==> config.mk <==
export PLATFORM = sky130hd
export DESIGN_NAME = vga_frame_reader_flat
export DESIGN_NICKNAME = d
export VERILOG_FILES = /design/src/rtl/vga_frame_reader_if.sv /design/src/rtl/vga_frame_reader.sv /design/src/flat_wrapper.sv
export SDC_FILE = /design/constraint.sdc
export NUM_CORES = 1
export LEC_CHECK = 0
export CAP_MARGIN = 10
export CORE_MARGIN = 2
export CORE_UTILIZATION = 45
export DETAILED_ROUTE_END_ITERATION = 6
export PLACE_DENSITY = 0.76
export SLEW_MARGIN = 20
export SYNTH_ARGS = -nofsm -noshare
export SYNTH_HDL_FRONTEND = slang
export SYNTH_SLANG_ARGS = --single-unit
==> constraint.sdc <==
create_clock -name clock -period 5.8 [get_ports clock]
set_input_delay 1.16 -clock clock [delete_from_list [all_inputs] [get_ports clock]]
set_output_delay 1.16 -clock clock [all_outputs]
set_load 0.02 [all_outputs]
==> src/rtl/vga_frame_reader_if.sv <==
// Bundle between the VGA frame reader, its frame buffer read port and the DAC pins.
// master is the reader; slave is the RAM/DAC side that supplies the tick and read data.
interface vga_frame_reader_if;
    logic        pixel_en;
    logic [18:0] mem_raddr;
    logic [2:0]  mem_rdata;
    logic [7:0]  vga_r;
    logic [7:0]  vga_g;
    logic [7:0]  vga_b;
    logic        vga_hs;
    logic        vga_vs;
    logic        vga_blank_n;
    logic        frame_start;
    logic [9:0]  h_count_out;
    logic [9:0]  v_count_out;

    modport master (
        input  pixel_en, mem_rdata,
        output mem_raddr, vga_r, vga_g, vga_b, vga_hs, vga_vs, vga_blank_n,
               frame_start, h_count_out, v_count_out
    );

    modport slave (
        output pixel_en, mem_rdata,
        input  mem_raddr, vga_r, vga_g, vga_b, vga_hs, vga_vs, vga_blank_n,
               frame_start, h_count_out, v_count_out
    );
endinterface

==> src/rtl/vga_frame_reader.sv <==
// 640x480@60 scan generator that reads a 3-bit frame buffer linearly and drives the VGA DAC.
// Sync/blank travel through a pipeline matched to the RAM latency so they leave with the pixel.
module vga_frame_reader #(
    parameter int H_ACTIVE     = 640,
    parameter int H_FP         = 16,
    parameter int H_SYNC       = 96,
    parameter int H_BP         = 48,
    parameter int V_ACTIVE     = 480,
    parameter int V_FP         = 10,
    parameter int V_SYNC       = 2,
    parameter int V_BP         = 33,
    parameter int READ_LATENCY = 1
) (
    input  logic               clock,
    input  logic               reset,
    vga_frame_reader_if.master bus
);
    localparam logic [9:0] H_LAST     = 10'(H_ACTIVE + H_FP + H_SYNC + H_BP - 1);
    localparam logic [9:0] V_LAST     = 10'(V_ACTIVE + V_FP + V_SYNC + V_BP - 1);
    localparam logic [9:0] H_VIS      = 10'(H_ACTIVE);
    localparam logic [9:0] H_VIS_LAST = 10'(H_ACTIVE - 1);
    localparam logic [9:0] V_VIS      = 10'(V_ACTIVE);
    localparam logic [9:0] V_VIS_LAST = 10'(V_ACTIVE - 1);
    localparam logic [9:0] HS_BEG     = 10'(H_ACTIVE + H_FP);
    localparam logic [9:0] HS_END     = 10'(H_ACTIVE + H_FP + H_SYNC);
    localparam logic [9:0] VS_BEG     = 10'(V_ACTIVE + V_FP);
    localparam logic [9:0] VS_END     = 10'(V_ACTIVE + V_FP + V_SYNC);

    logic [9:0]              r_h;
    logic [9:0]              r_v;
    logic [18:0]             r_addr;
    logic [READ_LATENCY:0]   r_act_p;
    logic [READ_LATENCY:0]   r_hs_p;
    logic [READ_LATENCY:0]   r_vs_p;
    logic [7:0]              r_r;
    logic [7:0]              r_g;
    logic [7:0]              r_b;

    logic w_h_last;
    logic w_v_last;
    logic w_active;
    logic w_hs_raw;
    logic w_vs_raw;
    logic w_addr_inc;
    logic w_act_dly;

    function automatic logic [7:0] expand_channel(input logic bit_v, input logic visible);
        return (bit_v && visible) ? 8'hFF : 8'h00;
    endfunction

    assign w_h_last = (r_h == H_LAST);
    assign w_v_last = (r_v == V_LAST);
    assign w_active = (r_h < H_VIS) && (r_v < V_VIS);
    assign w_hs_raw = !((r_h >= HS_BEG) && (r_h < HS_END));
    assign w_vs_raw = !((r_v >= VS_BEG) && (r_v < VS_END));

    // Step to the next pixel only when it is visible: either the next column on this line,
    // or the first column of the next visible line. Otherwise the last address is held.
    assign w_addr_inc = (w_active && (r_h != H_VIS_LAST)) || (w_h_last && (r_v < V_VIS_LAST));

    // Bit READ_LATENCY-1 lines up with the returning RAM data; the top bit is the output stage.
    assign w_act_dly = r_act_p[READ_LATENCY-1];

    always_ff @(posedge clock) begin
        if (reset) begin
            r_h     <= '0;
            r_v     <= '0;
            r_addr  <= '0;
            r_act_p <= '0;
            r_hs_p  <= '1;
            r_vs_p  <= '1;
            r_r     <= 8'h00;
            r_g     <= 8'h00;
            r_b     <= 8'h00;
        end else if (bus.pixel_en) begin
            if (w_h_last) begin
                r_h <= '0;
                r_v <= w_v_last ? 10'd0 : r_v + 10'd1;
            end else begin
                r_h <= r_h + 10'd1;
            end

            if (w_h_last && w_v_last) begin
                r_addr <= '0;
            end else if (w_addr_inc) begin
                r_addr <= r_addr + 19'd1;
            end

            r_act_p <= {r_act_p[READ_LATENCY-1:0], w_active};
            r_hs_p  <= {r_hs_p[READ_LATENCY-1:0], w_hs_raw};
            r_vs_p  <= {r_vs_p[READ_LATENCY-1:0], w_vs_raw};

            r_r <= expand_channel(bus.mem_rdata[2], w_act_dly);
            r_g <= expand_channel(bus.mem_rdata[1], w_act_dly);
            r_b <= expand_channel(bus.mem_rdata[0], w_act_dly);
        end
    end

    assign bus.mem_raddr   = r_addr;
    assign bus.vga_r       = r_r;
    assign bus.vga_g       = r_g;
    assign bus.vga_b       = r_b;
    assign bus.vga_hs      = r_hs_p[READ_LATENCY];
    assign bus.vga_vs      = r_vs_p[READ_LATENCY];
    assign bus.vga_blank_n = r_act_p[READ_LATENCY];
    assign bus.h_count_out = r_h;
    assign bus.v_count_out = r_v;

    // Qualified by the tick itself so it can never be seen while pixel_en is low.
    assign bus.frame_start = bus.pixel_en && !reset && w_h_last && w_v_last;
endmodule
==> src/flat_wrapper.sv <==
// flat-port wrapper written by rule: the top's interface ports become plain ports
module vga_frame_reader_flat 
#(
    parameter int H_ACTIVE     = 640,
    parameter int H_FP         = 16,
    parameter int H_SYNC       = 96,
    parameter int H_BP         = 48,
    parameter int V_ACTIVE     = 480,
    parameter int V_FP         = 10,
    parameter int V_SYNC       = 2,
    parameter int V_BP         = 33,
    parameter int READ_LATENCY = 1
)
  (clock, reset, bus_pixel_en, bus_mem_rdata, bus_mem_raddr, bus_vga_r, bus_vga_g, bus_vga_b, bus_vga_hs, bus_vga_vs, bus_vga_blank_n, bus_frame_start, bus_h_count_out, bus_v_count_out);
  vga_frame_reader_if bus_i ();
  input  logic clock;
  input  logic reset;
  input wire logic [$bits(bus_i.pixel_en)-1:0] bus_pixel_en;
  input wire logic [$bits(bus_i.mem_rdata)-1:0] bus_mem_rdata;
  output wire logic [$bits(bus_i.mem_raddr)-1:0] bus_mem_raddr;
  output wire logic [$bits(bus_i.vga_r)-1:0] bus_vga_r;
  output wire logic [$bits(bus_i.vga_g)-1:0] bus_vga_g;
  output wire logic [$bits(bus_i.vga_b)-1:0] bus_vga_b;
  output wire logic [$bits(bus_i.vga_hs)-1:0] bus_vga_hs;
  output wire logic [$bits(bus_i.vga_vs)-1:0] bus_vga_vs;
  output wire logic [$bits(bus_i.vga_blank_n)-1:0] bus_vga_blank_n;
  output wire logic [$bits(bus_i.frame_start)-1:0] bus_frame_start;
  output wire logic [$bits(bus_i.h_count_out)-1:0] bus_h_count_out;
  output wire logic [$bits(bus_i.v_count_out)-1:0] bus_v_count_out;
  assign bus_i.pixel_en = bus_pixel_en;
  assign bus_i.mem_rdata = bus_mem_rdata;
  assign bus_mem_raddr = bus_i.mem_raddr;
  assign bus_vga_r = bus_i.vga_r;
  assign bus_vga_g = bus_i.vga_g;
  assign bus_vga_b = bus_i.vga_b;
  assign bus_vga_hs = bus_i.vga_hs;
  assign bus_vga_vs = bus_i.vga_vs;
  assign bus_vga_blank_n = bus_i.vga_blank_n;
  assign bus_frame_start = bus_i.frame_start;
  assign bus_h_count_out = bus_i.h_count_out;
  assign bus_v_count_out = bus_i.v_count_out;
  vga_frame_reader #(.H_ACTIVE(H_ACTIVE), .H_FP(H_FP), .H_SYNC(H_SYNC), .H_BP(H_BP), .V_ACTIVE(V_ACTIVE), .V_FP(V_FP), .V_SYNC(V_SYNC), .V_BP(V_BP), .READ_LATENCY(READ_LATENCY)) u_core (.clock(clock), .reset(reset), .bus(bus_i));
endmodule
==> reports/results.env, run 1 <==
OUTCOME='completed'
PATH_MAX_FANOUT=16
CLOCK_LATENCY_PS=290
GRTUSAGETOTAL_PCT=19.8
INITIALDRTVIOLATIONCOUNT=167
TIMING_WORST_SETUP_PATH_TYPE='input pin to output pin'
RESIZED_AFTER_CTS=0
WORSTSETUPENDPOINTTYPE='output pin'
STATIC-LEAKAGE-POWER_nW=1.16
CLOCK-ROOT-BUFFER='sky130_fd_sc_hd__clkbuf_8'
AREA.GROWTH.SYNTH_TO_FINAL_PCT=26.7
NUM_ANTENNA_CELLS=0
HPWL_UM=4480
FINAL_NETS=370
WORST_SETUP_SKEW_AFTER_LAYOUT_PS=5.61
ROWS=27
DR_TOTAL_VIAS=2424
NUMCTSBUFFERS=5
TIMING.CRITICAL_PATH.SLOWEST_CELL_DELAY_PS=620
MAXCAPVIOLCOUNT=0
HOLD_VIOL_FINAL=0
SYNTH.CELL_AREA_UM2=2650
SETUP_FIX_BUFS_POST_CTS=0
CTS.SINKS=48
FINALNONFILLERCELLS=431
ANTENNA_FOUND_INITIAL=0
DRTPASS1ITERATIONS=4
CELLPOWERDENSITY_nW_PER_UM2=180
CRITPATHMOSTFREQUENTCELL='sky130_fd_sc_hd__clkdlybuf4s50_1'
CTSLONGESTPATHBUFFERS=2
DRTANTENNAVIOLNETS=0
CP.REQUIRED_PS=4640
SYNTH_FLOP_CELL='sky130_fd_sc_hd__dfxtp_1'
HOLDCRITPATHCLASS='flip-flop to flip-flop'
PORTBUFFERS=72
LARGEST_VDD_SUPPLY_DROP_mV=0.107
REPORT.FINAL.SETUP_VIOL=0
GRT_PASS1_WL_UM=10400
SYNTH_ENABLE_FLOP_CELLS=0
YOSYS_WARNINGS=0
INITIAL_CORE_UTIL_PCT=47.2
LAYOUT_MIN_CYCLE_TIME_PS=4550
WORSTPATHCELLLIST='clkdlybuf4s50_1 > buf_4 > and4_1 > and4_2 > nand2_1 > nor2_1 > clkdlybuf4s50_1'
FINISH.UTILIZATION_PCT=59.8
MAX_SLEW.WORST_PIN.SLEW_PS=903
DRT-WIRELENGTH-PER-CELL_UM=14.2
SYN-NUM-NETS=321
PATH_CLK_SLEW_PS=80
CTS.HOLD.BUFFERS_ADDED=0
NUMBER_OF_GLOBAL_ROUTE_VIAS_BEFORE_REPAIR=2231
CLOCK_TREE.HTREE_LEVEL_COUNT=2
SHARE_OF_THE_YOSYS_CHIP_AREA_BELONGING_TO_REGISTERS_PCT=36.3
DIEHEIGHT_UM=80.7
GRT_MAX_DEGREE=17
VIA_DENSITY=5.62
FP.DIEW_UM=80.7
SYN-INSTANCE-COUNT=310
GLOBALROUTE.TOTALOVERFLOW=0
POSTLAYOUTSETUPSLACKWORST_PS=1250
PLACE_INST=424
DRC=0
IO_PINS=73
TRITONCTS='built'
WL_UM=6120
SYNTH.DISTINCT_CELLS=56
DRIVE_ABOVE_1_SHARE_PCT=6.13
MAX-SLEW-MARGIN-REL_PCT=39.8
RSZ0062_AT_GRT='false'
TNS_PS=0
DIE-AREA_UM2=6510
SETUP.WORST_PATH.START_CLASS='input pin'
PLACE_WORST_SETUP_SLACK_PS=1260
FINAL_MIN_PERIOD_OVER_CLOCK_PERIOD_PCT=78.4
TIMING.FMAX_GHz=0.220
SYNTH_AREA_PER_INST_UM2=8.54
CORE_BOX_AREA_UM2=5610
PLACE.GP.CONGESTION=0.837
WORST_EP_ARRIVAL_TIME_PS=3390
ASYNC_FLOP_SHARE_PCT=0
NFILLCELLS=532
FINAL-MAX-SLEW-VIOLATION-COUNT=0
YS_FF_LATCH=48
WORST_PATH_MAX_DELAY_CELL='sky130_fd_sc_hd__clkdlybuf4s50_1'
==> report_power, final <==
group          internal, mW  total [mW]  switching (mW)  leakage [nW]
Combinational        0.0235      0.0550          0.0315         0.724
Clock                 0.106       0.209           0.103        0.0503
Sequential            0.333       0.339         0.00553         0.388
Total                 0.463       0.603           0.140          1.16
==> cells in the mapped netlist, types with 6 or more instances <==
cell type                  number  area [um2]
sky130_fd_sc_hd__a21oi_1        9        45.0
sky130_fd_sc_hd__and3_1         7        43.8
sky130_fd_sc_hd__buf_4         21         158
sky130_fd_sc_hd__dfxtp_1       48         961
sky130_fd_sc_hd__inv_1          9        33.8
sky130_fd_sc_hd__mux2i_1        7        70.1
sky130_fd_sc_hd__nand2_1       27         101
sky130_fd_sc_hd__nand3_1       19        95.1
sky130_fd_sc_hd__nand4_1       16         100
sky130_fd_sc_hd__nor2_1        28         105
sky130_fd_sc_hd__nor3_1         6        30.0
sky130_fd_sc_hd__nor4_1         7        43.8
sky130_fd_sc_hd__o211ai_1       6        45.0
sky130_fd_sc_hd__o21ai_0        6        30.0
sky130_fd_sc_hd__xnor2_1        8        70.1
sky130_fd_sc_hd__xor2_1        10        87.6
==> state kept, by name, summed over array words and instances, names as in the netlist <==
name                    flops
u_core.r_vs_p               2
u_core.bus.vga_r            1
u_core.bus.vga_b            1
u_core.r_act_p              2
u_core.r_hs_p               2
u_core.bus.v_count_out     10
u_core.bus.vga_g            1
u_core.bus.mem_raddr       19
u_core.bus.h_count_out     10
==> path summary, 6_finish.rpt <==
path                             start                       end  slack [ps]  cells past startpoint
max                       bus_pixel_en           bus_frame_start        1250                      7
min                   u_core.r_vs_p[0]          u_core.r_vs_p[1]         480                      2
max reg2reg  u_core.bus.h_count_out[0]  u_core.bus.mem_raddr[14]        3330                      6
min reg2reg           u_core.r_vs_p[0]          u_core.r_vs_p[1]         480                      2
==> per-stage QoR <==
stage / instance area [um2] / power (mW) / hold slack, ps
global placement: 3260 / 0.401 / 455
detailed placement: 3260 / 0.402 / 461
CTS: 3350 / 0.609 / 482
global route: 3350 / 0.625 / 511
floorplan: 2650 / 0.382 / 446
finish: 3350 / 0.603 / 477
==> logic make-up after synthesis <==
kind of cell	synth area share [%]
XOR/XNOR	5.95
multiplexers	3.07
flip-flops	36.3
adder cells (fa/ha/maj)	2.36
AO/OA/AOI/OAI	12.5
AND/OR/NAND/NOR	30.7
buffers and inverters	9.12
==> placed cells by master, fill, tap and decap left out, types with 2 or more instances in the layout <==
cell type / Yosys / layout
sky130_fd_sc_hd__o31ai_1: 2 / 2
sky130_fd_sc_hd__nand2b_1: 3 / 3
sky130_fd_sc_hd__ha_1: 5 / 5
sky130_fd_sc_hd__nor4_1: 7 / 7
sky130_fd_sc_hd__nand3_1: 19 / 19
sky130_fd_sc_hd__or4_1: 2 / 2
sky130_fd_sc_hd__and3_1: 7 / 7
sky130_fd_sc_hd__a21oi_1: 9 / 9
sky130_fd_sc_hd__or4_4: 2 / 2
sky130_fd_sc_hd__o21ai_0: 6 / 6
sky130_fd_sc_hd__mux2i_1: 7 / 7
sky130_fd_sc_hd__nand2_1: 27 / 27
sky130_fd_sc_hd__clkbuf_8: 0 / 7
sky130_fd_sc_hd__nor2_1: 28 / 28
sky130_fd_sc_hd__o311ai_0: 2 / 2
sky130_fd_sc_hd__nor3b_1: 5 / 5
sky130_fd_sc_hd__nor3_1: 6 / 6
sky130_fd_sc_hd__xnor2_1: 8 / 8
sky130_fd_sc_hd__xor2_1: 10 / 10
sky130_fd_sc_hd__nor2b_1: 2 / 2
sky130_fd_sc_hd__dfxtp_1: 48 / 48
sky130_fd_sc_hd__a22o_1: 3 / 3
sky130_fd_sc_hd__inv_1: 9 / 9
sky130_fd_sc_hd__o211ai_1: 6 / 6
sky130_fd_sc_hd__o32ai_1: 2 / 2
sky130_fd_sc_hd__and4_1: 5 / 5
sky130_fd_sc_hd__and2_1: 3 / 3
sky130_fd_sc_hd__o2111ai_1: 2 / 2
sky130_fd_sc_hd__or3_1: 3 / 3
sky130_fd_sc_hd__nand4_1: 16 / 16
sky130_fd_sc_hd__a211o_1: 4 / 4
sky130_fd_sc_hd__clkdlybuf4s50_1: 0 / 72
==> layer usage <==
layer  GRT usage (%)  part of all wire (%)  routed length (um)
met1            26.8                    47                2860
met2            31.4                    46                2800
met3            4.72                   6.6                 403
met4            5.42                  0.95                  58
met5               0                     0                   0
==> final cells by class <==
class	count	area, um2	area share, %
multi-input combinational	222	1450	43.1
sequential	48	961	28.6
timing repair buffer	73	728	21.7
clock buffer	7	96.3	2.87
tap	72	90.1	2.69
inverter	9	33.8	1.01
==> critical path, delay by kind of cell <==
| kind | cells | cell delay, ps |
|---|---|---|
| buffers and inverters | 3 | 1280 |
| AND/OR/NAND/NOR | 4 | 920 |
Note: power is estimated with default switching activity, not from simulation.
==> run 2, diff against run 1 <==
--- a/config.mk
+++ b/config.mk
@@ -7,9 +7,9 @@
 export LEC_CHECK = 0
 export CAP_MARGIN = 10
 export CORE_MARGIN = 2
-export CORE_UTILIZATION = 45
+export CORE_UTILIZATION = 44
 export DETAILED_ROUTE_END_ITERATION = 6
-export PLACE_DENSITY = 0.76
+export PLACE_DENSITY = 0.77
 export SLEW_MARGIN = 20
 export SYNTH_ARGS = -nofsm -noshare
 export SYNTH_HDL_FRONTEND = slang
==> constraint.sdc (replaced) <==
create_clock -name clock -period 3.76 [get_ports clock]
set_input_delay 0.752 -clock clock [delete_from_list [all_inputs] [get_ports clock]]
set_output_delay 0.752 -clock clock [all_outputs]
set_load 0.02 [all_outputs]
==> reports/results.env, run 2 (synthesis gave the netlist of run 1 again) <==
CELLPOWERDENSITY_nW_PER_UM2=304  # was 180 nW/um2
CLOCK-ROOT-BUFFER='sky130_fd_sc_hd__clkbuf_8'  # unchanged
VIA_DENSITY=5.48  # was 5.62
HOLDCRITPATHCLASS='flip-flop to flip-flop'  # unchanged
PLACE.GP.CONGESTION=0.802  # was 0.837
MAX_SLEW.WORST_PIN.SLEW_PS=744  # was 903 ps
SETUP.WORST_PATH.START_CLASS='input pin'  # unchanged
WORST_SETUP_SKEW_AFTER_LAYOUT_PS=10.5  # was 5.61 ps
GLOBALROUTE.TOTALOVERFLOW=0  # unchanged
CTS.HOLD.BUFFERS_ADDED=0  # unchanged
NUMCTSBUFFERS=5  # unchanged
CLOCK_LATENCY_PS=300  # was 290 ps
HPWL_UM=4460  # was 4480 um
AREA.GROWTH.SYNTH_TO_FINAL_PCT=29.2  # was 26.7%
ANTENNA_FOUND_INITIAL=0  # unchanged
LARGEST_REG_FLOPS=19  # unchanged
PORTBUFFERS=72  # unchanged
OUTCOME='completed'  # unchanged
PATH_CLK_SLEW_PS=90  # was 80 ps
REPORT.FINAL.SETUP_VIOL=0  # unchanged
TRITONCTS='built'  # unchanged
CP.REQUIRED_PS=3010  # was 4640 ps
ROWS=28  # was 27
DRT-WIRELENGTH-PER-CELL_UM=13.9  # was 14.2 um
FINISH.UTILIZATION_PCT=58.5  # was 59.8%
IO_PINS=73  # unchanged
DR_TOTAL_VIAS=2402  # was 2424
CTSLONGESTPATHBUFFERS=2  # unchanged
RESIZED_AFTER_CTS=0  # unchanged
SETUP_FIX_BUFS_POST_CTS=0  # unchanged
TIMING.FMAX_GHz=0.298
CORE_BOX_AREA_UM2=5850  # was 5610 um2
PATH_MAX_FANOUT=4  # was 16
MAXCAPVIOLCOUNT=0  # unchanged
STATIC-LEAKAGE-POWER_nW=1.20  # was 1.16 nW
WORST_EP_ARRIVAL_TIME_PS=2610  # was 3390 ps
GRTUSAGETOTAL_PCT=18.6  # was 19.8%
TIMING_WORST_SETUP_PATH_TYPE='input pin to output pin'  # unchanged
DRC=0  # unchanged
DRTPASS1ITERATIONS=4  # unchanged
FINAL_NETS=374  # was 370
LAYOUT_MIN_CYCLE_TIME_PS=3360
WORSTSETUPENDPOINTTYPE='output pin'  # unchanged
LARGEST_VDD_SUPPLY_DROP_mV=0.155  # was 0.107 mV
MAX-SLEW-MARGIN-REL_PCT=49.9  # was 39.8%
INITIALDRTVIOLATIONCOUNT=173  # was 167
DRTANTENNAVIOLNETS=0  # unchanged
NUMBER_OF_GLOBAL_ROUTE_VIAS_BEFORE_REPAIR=2130  # was 2231
WL_UM=6070  # was 6120 um
HOLD_VIOL_FINAL=0  # unchanged
NUM_ANTENNA_CELLS=0  # unchanged
DIE-AREA_UM2=6650  # was 6510 um2
DIEHEIGHT_UM=81.6  # was 80.7 um
TNS_PS=0  # unchanged
CTS.SINKS=48  # unchanged
INITIAL_CORE_UTIL_PCT=45.3  # was 47.2%
DRIVE_ABOVE_1_SHARE_PCT=7.16  # was 6.13%
RSZ0062_AT_GRT='false'  # unchanged
FINAL_MIN_PERIOD_OVER_CLOCK_PERIOD_PCT=89.3
LAYOUT_COMMONEST_CELL='sky130_fd_sc_hd__clkdlybuf4s50_1'  # unchanged
CLOCK_TREE.HTREE_LEVEL_COUNT=2  # unchanged
GRT_PASS1_WL_UM=9800  # was 10400 um
FP.DIEW_UM=81.6  # was 80.7 um
GRT_MAX_DEGREE=16  # was 17
FINAL-MAX-SLEW-VIOLATION-COUNT=0  # unchanged
MOST-COMMON-LAYOUT-CELLS='sky130_fd_sc_hd__clkdlybuf4s50_1 (72), sky130_fd_sc_hd__dfxtp_1 (48), sky130_fd_sc_hd__nor2_1 (28)'  # unchanged
-- run 2: changes by cell type in the layout (fill, tap and decap cells not counted), sizes merged --
cell	change
clkbuf	-2
bufinv	+2
buf	+4
-- run 2: power by group --
group	leakage (nW)	switching (mW)	internal, mW
sequential	0.388	0.00863	0.514
combinational	0.745	0.0488	0.0377
clock	0.0642	0.170	0.262
-- run 2: metrics by stage --
stage / setup WS [ps] / area (um2) / hold WS, ps / instances / power, mW
global placement: 411 / 3290 / 454 / 431 / 0.620
global route: 235 / 3420 / 500 / 438 / 1.08
finish: 402 / 3420 / 476 / 438 / 1.04
floorplan: 1240 / 2650 / 446 / 310 / 0.589
CTS: 400 / 3420 / 479 / 438 / 1.05
detailed placement: 410 / 3290 / 456 / 431 / 0.622
-- run 2: routing by layer --
layer	wire length, um	vias to the layer above	global-route usage, %	part of all wire (%)
li1	-	1212	-	-
met1	2800	1124	24.3	46
met2	2940	64	30.7	48
met3	279	2	3.74	4.6
met4	46	0	6.33	0.76
met5	0	-	0	0
-- run 2: worst max-delay path: stages --
cell and delay [ps]:
sky130_fd_sc_hd__clkdlybuf4s50_1 470, sky130_fd_sc_hd__and4_1 250, sky130_fd_sc_hd__and4_2 250, sky130_fd_sc_hd__nand2_1 100, sky130_fd_sc_hd__nor2_1 150, sky130_fd_sc_hd__clkdlybuf4s50_1 620
-- run 2: final timing paths --
path / cells past startpoint / end / slack (ps) / startpoint
worst min-delay path: 2 / u_core.r_hs_p[1] / 480 / u_core.r_hs_p[1]
worst max-delay path: 6 / bus_frame_start / 400 / bus_pixel_en
worst min register to register: 2 / u_core.r_hs_p[1] / 480 / u_core.r_hs_p[1]
worst max register to register: 6 / u_core.bus.mem_raddr[9] / 1330 / u_core.bus.h_count_out[0]
-- run 2: final cells by class --
class | instances | area [um2]
fill | 520 | 2430
multi-input combinational | 222 | 1450
sequential | 48 | 961
timing repair buffer | 77 | 758
tap | 75 | 93.8
clock buffer | 5 | 68.8
clock inverter | 2 | 60.1
inverter | 9 | 33.8
